--- config.mk ---
export PLATFORM = sky130hd
export DESIGN_NAME = fft_frame_uart_tx_flat
export DESIGN_NICKNAME = d
export VERILOG_FILES = /design/src/rtl/fft_frame_uart_tx_if.sv /design/src/rtl/fft_frame_uart_tx.sv /design/src/flat_wrapper.sv
export SDC_FILE = /design/constraint.sdc
export NUM_CORES = 1
export LEC_CHECK = 0
export BUFFER_PORTS_ARGS = -buffer_cell sky130_fd_sc_hd__buf_2
export CAP_MARGIN = 20
export CELL_PAD_IN_SITES_DETAIL_PLACEMENT = 1
export CELL_PAD_IN_SITES_GLOBAL_PLACEMENT = 1
export CORE_MARGIN = 5
export CORE_UTILIZATION = 49
export DETAILED_ROUTE_END_ITERATION = 10
export GPL_ROUTABILITY_DRIVEN = 0
export PLACE_DENSITY_LB_ADDON = 0.1
export SLEW_MARGIN = 30
export SYNTH_ARGS = -nofsm -noshare
export SYNTH_HDL_FRONTEND = slang
export SYNTH_SLANG_ARGS = --single-unit
--- constraint.sdc ---
create_clock -name clk -period 5.4 [get_ports clk]
set_input_delay 0.27 -clock clk [delete_from_list [all_inputs] [get_ports clk]]
set_output_delay 0.27 -clock clk [all_outputs]
set_load 0.05 [all_outputs]
--- src/rtl/fft_frame_uart_tx_if.sv ---
// Signal bundle between the FFT output RAM / frame source and the UART frame sender.
// The sender uses the slave modport; the environment (RAM and FFT side) uses master.
interface fft_frame_uart_tx_if #(
    parameter int ADDR_W = 8,
    parameter int DATA_W = 16
);
    logic              start;
    logic [ADDR_W-1:0] ram_addr;
    logic [DATA_W-1:0] ram_data;
    logic              tx;
    logic              busy;
    logic              frame_done;
    logic              dropped_start;

    modport master (
        output start, ram_data,
        input  ram_addr, tx, busy, frame_done, dropped_start
    );

    modport slave (
        input  start, ram_data,
        output ram_addr, tx, busy, frame_done, dropped_start
    );
endinterface

--- src/rtl/fft_frame_uart_tx.sv ---
// Streams one FFT output frame (sync, big-endian bins, XOR checksum) out of an 8N1 UART.
// The next bin is addressed one byte ahead so the 1-cycle RAM latency is hidden.
module fft_frame_uart_tx #(
    parameter int NUM_BINS     = 128,
    parameter int ADDR_W       = 8,
    parameter int DATA_W       = 16,
    parameter int CLKS_PER_BIT = 868
) (
    input  logic                clk,
    input  logic                reset,
    fft_frame_uart_tx_if.slave  bus
);
    localparam int CNT_W = (CLKS_PER_BIT > 1) ? $clog2(CLKS_PER_BIT) : 1;
    localparam logic [CNT_W-1:0]  CNT_LAST   = CNT_W'(CLKS_PER_BIT - 1);
    localparam logic [ADDR_W-1:0] BIN_LAST   = ADDR_W'(NUM_BINS - 1);
    localparam logic [7:0]        SYNC0_BYTE = 8'hA5;
    localparam logic [7:0]        SYNC1_BYTE = 8'h5A;

    typedef enum logic [2:0] {IDLE, SYNC0, SYNC1, HI, LO, CKSUM} state_t;

    state_t            state;
    logic [CNT_W-1:0]  bit_cnt;
    logic [3:0]        bit_idx;
    logic [7:0]        shift_byte;
    logic [7:0]        hold_lo;
    logic [7:0]        cksum;
    logic [ADDR_W-1:0] bin;
    logic [ADDR_W-1:0] addr_q;
    logic              tx_q;
    logic              busy_q;
    logic              done_q;
    logic              drop_q;
    logic [7:0]        ram_hi;

    assign ram_hi = bus.ram_data[DATA_W-1 -: 8];

    always_ff @(posedge clk) begin
        done_q <= 1'b0;
        drop_q <= bus.start && busy_q;
        if (reset) begin
            state   <= IDLE;
            bit_cnt <= '0;
            bit_idx <= '0;
            cksum   <= '0;
            bin     <= '0;
            addr_q  <= '0;
            tx_q    <= 1'b1;
            busy_q  <= 1'b0;
            done_q  <= 1'b0;
            drop_q  <= 1'b0;
        end else begin
            case (state)
                IDLE: begin
                    if (bus.start) begin
                        state      <= SYNC0;
                        busy_q     <= 1'b1;
                        cksum      <= '0;
                        bin        <= '0;
                        addr_q     <= '0;
                        shift_byte <= SYNC0_BYTE;
                        tx_q       <= 1'b0;
                        bit_cnt    <= '0;
                        bit_idx    <= '0;
                    end
                end
                default: begin
                    if (bit_cnt != CNT_LAST) begin
                        bit_cnt <= bit_cnt + 1'b1;
                    end else if (bit_idx != 4'd9) begin
                        // bit_idx 0 is the start bit, so data bit n follows index n
                        bit_cnt <= '0;
                        bit_idx <= bit_idx + 4'd1;
                        tx_q    <= (bit_idx == 4'd8) ? 1'b1 : shift_byte[bit_idx[2:0]];
                    end else begin
                        bit_cnt <= '0;
                        bit_idx <= '0;
                        tx_q    <= 1'b0;
                        case (state)
                            SYNC0: begin
                                state      <= SYNC1;
                                shift_byte <= SYNC1_BYTE;
                            end
                            SYNC1, LO: begin
                                if (state == LO && bin == BIN_LAST) begin
                                    state      <= CKSUM;
                                    shift_byte <= cksum;
                                end else begin
                                    state      <= HI;
                                    hold_lo    <= bus.ram_data[7:0];
                                    shift_byte <= ram_hi;
                                    cksum      <= cksum ^ ram_hi;
                                    if (state == LO)
                                        bin <= bin + 1'b1;
                                end
                            end
                            HI: begin
                                state      <= LO;
                                shift_byte <= hold_lo;
                                cksum      <= cksum ^ hold_lo;
                                // present the next bin address a full byte before its capture
                                if (bin != BIN_LAST)
                                    addr_q <= bin + 1'b1;
                            end
                            CKSUM: begin
                                state  <= IDLE;
                                tx_q   <= 1'b1;
                                busy_q <= 1'b0;
                                done_q <= 1'b1;
                                addr_q <= '0;
                            end
                            default: ;
                        endcase
                    end
                end
            endcase
        end
    end

    assign bus.ram_addr      = addr_q;
    assign bus.tx            = tx_q;
    assign bus.busy          = busy_q;
    assign bus.frame_done    = done_q;
    assign bus.dropped_start = drop_q;
endmodule

--- src/flat_wrapper.sv ---
// flat-port wrapper written by rule: the top's interface ports become plain ports
module fft_frame_uart_tx_flat 
#(
    parameter int NUM_BINS     = 128,
    parameter int ADDR_W       = 8,
    parameter int DATA_W       = 16,
    parameter int CLKS_PER_BIT = 868
)
  (clk, reset, bus_start, bus_ram_data, bus_ram_addr, bus_tx, bus_busy, bus_frame_done, bus_dropped_start);
  fft_frame_uart_tx_if #(.ADDR_W(ADDR_W), .DATA_W(DATA_W)) bus_i ();
  input  logic clk;
  input  logic reset;
  input wire logic [$bits(bus_i.start)-1:0] bus_start;
  input wire logic [$bits(bus_i.ram_data)-1:0] bus_ram_data;
  output wire logic [$bits(bus_i.ram_addr)-1:0] bus_ram_addr;
  output wire logic [$bits(bus_i.tx)-1:0] bus_tx;
  output wire logic [$bits(bus_i.busy)-1:0] bus_busy;
  output wire logic [$bits(bus_i.frame_done)-1:0] bus_frame_done;
  output wire logic [$bits(bus_i.dropped_start)-1:0] bus_dropped_start;
  assign bus_i.start = bus_start;
  assign bus_i.ram_data = bus_ram_data;
  assign bus_ram_addr = bus_i.ram_addr;
  assign bus_tx = bus_i.tx;
  assign bus_busy = bus_i.busy;
  assign bus_frame_done = bus_i.frame_done;
  assign bus_dropped_start = bus_i.dropped_start;
  fft_frame_uart_tx #(.NUM_BINS(NUM_BINS), .ADDR_W(ADDR_W), .DATA_W(DATA_W), .CLKS_PER_BIT(CLKS_PER_BIT)) u_core (.clk(clk), .reset(reset), .bus(bus_i));
endmodule
==> flow_metrics.tcl <==
set metrics [dict create \
    insertion_delay_ns 0.34 \
    crit_chain "ha_1 -> and3b_1 -> nand4_1 -> o21ai_0 -> and3_1" \
    drive_gt1_frac 0.174 \
    relSlewSlack 0.462 \
    synthArstFlopShare 0 \
    yosysTopAreaCellShare 0.271 \
    setup_slack_ns 2.72 \
    path_clk_slew_ns 0.08 \
    p_clk_frac 0.415 \
    cap_violations 0 \
    worst_pin_slew_ns 0.804 \
    synthTopCellsByCount "dfxtp_1, nand2_1, nor2_1, o21ai_0" \
    synthCells 368 \
    diodes 0 \
    synth_largest_area_cell "dfxtp_1" \
    die_h_um 92.4 \
    grt_pass1_wl_um 15000 \
    die_w_um 92.4 \
    irDropWorstVdd_uv 152 \
    min_path_type "in2reg" \
    cts_hold_buf 0 \
    internal-power_mw 0.726 \
    drc_errors 0 \
    seq_power_share 0.492 \
    cp_slowest_stage_delay_ns 0.64 \
    drv_slew 0 \
    comb_power_share 0.093 \
    cts_tree "done" \
    status "finished clean" \
    critPathLaunchType "flip-flop" \
    synth_area_um2 3330 \
    fin_skew_ns 0.0135 \
    drt-total-wl_um 9060 \
    yosysMostFrequentCell "dfxtp_1" \
    cp.arrival_ns 2.69 \
    nets 415 \
    clock-root-buffer "clkbuf_8" \
    cts_max_path_buffers 2 \
    vias_per_cell 6.24 \
    wl_per_cell_um 19.0 \
    rows 30 \
    antenna_found_initial 0 \
    required_ns 5.41 \
    synth_cell_types 57 \
    drtAntennaViolNets 0 \
    synth-edff-count 16 \
    power_mw 0.977 \
    timing.setup.tns_ns 0 \
    end_kind "flip-flop" \
    avgSynthCellArea_um2 9.04 \
    netSwitchingFraction 0.257 \
    dpl.hpwl_um 6440 \
    critPathKind "reg2reg" \
    initialDrtViolationCount 194 \
    synth_fp_nets 392 \
    dp.cells 460 \
    fin_cells 476 \
    num_vias 2969 \
    leakage_nw 1.44 \
    cp_max_fo 20 \
    hold_ws_ns 0.104 \
    cts_setup_buffers 0 \
    nFillCells 773 \
    synth_seq_area_share 0.415 \
    grt_pass1_vias 2922 \
    worst_path_max_delay_cell "nand4_1" \
    io_pins 31 \
    finalSetupViolCount 0 \
    area_growth_pct 10.9 \
    dr.pass1.iters 4 \
    fin_crit_ns 2.68 \
    rsz0062_at_grt "false" \
    power_density_nw_per_um2 265 \
    port_buffers 30 \
    cts_resized 0 \
    synth_area_leaders "dfxtp_1, edfxtp_1, mux2i_1, o21ai_0, nand2_1" \
    timing.fmax_mhz 373 \
    cts_buffers 9 \
    initial_core_util 0.495 \
    die-area_um2 8540 \
    cts_sinks 61 \
    grt_max_degree 34 \
    hold_viol 0 \
    ys_warn_count 0 \
    design.core.area_um2 6720 \
    cts-htree-levels 3 \
    fin_crit_sh 0.496 \
    ys_ff_latch 61 \
    synth_ff_type "dfxtp_1" \
    switchingPower_mw 0.251 \
    dp_slack_ns 2.72 \
    grt-ovfl-total 0 \
    grtUsageTotal 0.221 \
]
## worst max-delay path, delay by kind of cell (launching register included)
family	cells	cell delay (ns)
adders and majority gates	1	0.27
AOI/OAI and AO/OA	1	0.37
and+or+nand+nor	3	1.23
DFF	1	0.48
## power by group through the flow
| stage | clock network (mW) | logic, mW | registers, mW |
|---|---|---|---|
| after floorplan | 0 | 0.0559 | 0.497 |
| final | 0.405 | 0.0909 | 0.481 |
| after detailed placement | 0 | 0.0903 | 0.491 |
| after CTS | 0.412 | 0.0910 | 0.481 |
| after global routing | 0.436 | 0.0995 | 0.482 |
| after global placement | 0 | 0.0882 | 0.491 |
## metrics by stage
stage          cell area, µm²   util
4_1_cts                  3690  0.549
2_1_floorplan            3330      -
6_report                 3690  0.549
3_5_place_dp             3490  0.520
5_1_grt                  3690  0.549
3_3_place_gp             3490  0.520
## worst paths after layout
path | from | endpoint | slack [ns] | depth (start not counted)
hold reg to reg | u_core.bus.ram_addr[1] | u_core.bus.ram_addr[1] | 0.46 | 2
setup / recovery | u_core.bit_idx[0] | u_core.shift_byte[5] | 2.72 | 5
hold / removal | bus_ram_data[0] | u_core.hold_lo[0] | 0.10 | 1
setup reg to reg | u_core.bit_idx[0] | u_core.shift_byte[5] | 2.72 | 5
## kinds of logic (layout without fill, tap and decap cells)
logic type	after synthesis	after routing	share of synthesized area
xor gates and xnor gates	12	12	0.0316
AOI/OAI and AO/OA	98	98	0.188
muxes	24	24	0.0820
and+or+nand+nor	140	140	0.223
DFF	61	61	0.415
buffers and inverters	28	56	0.0414
adders and majority gates	5	5	0.0188
## flip-flops by register name, summed over array words and instances (netlist names)
register and flops:
u_core.bus.frame_done 1, u_core.state 3, u_core.hold_lo 8, u_core.cksum 8
u_core.bus.ram_addr 8, u_core.bit_cnt 10, u_core.bus.busy 1, u_core.bit_idx 4
u_core.shift_byte 8, u_core.bus.tx 1, u_core.bus.dropped_start 1, u_core.bin 8
## layer usage
layer | track usage | routed length, µm | up-vias
met5 | 0 | 0 | -
met4 | 0.0668 | 92 | 0
met3 | 0.0455 | 497 | 12
met2 | 0.364 | 4350 | 61
met1 | 0.293 | 4120 | 1487
li1 | - | - | 1409
## cell usage in the layout (no fill, tap or decap), types with 5 or more instances in the layout
master	netlist	routed
a211o_1	5	5
buf_2	8	30
mux2_2	6	6
mux2i_1	16	16
o21ai_0	32	32
ha_1	5	5
a2111oi_0	5	5
inv_1	6	6
nor2_1	34	34
nand3_1	11	11
a21oi_1	14	14
a31oi_1	15	15
edfxtp_1	16	16
dfxtp_1	45	45
nor3_1	10	10
a22oi_1	6	6
clkbuf_8	0	11
nand2_1	41	41
o22ai_1	5	5
xor2_1	8	8
## final cells by class
class	count	area, µm²	share of cell area
Inverter	6	22.5	0.00610
Multi-Input combinational cell	279	1810	0.490
Sequential cell	61	1380	0.374
Timing Repair Buffer	34	180	0.0488
Tap cell	80	100	0.0271
Clock inverter	3	16.3	0.00441
Clock buffer	13	180	0.0488
Power figures use the tool's default switching activity.
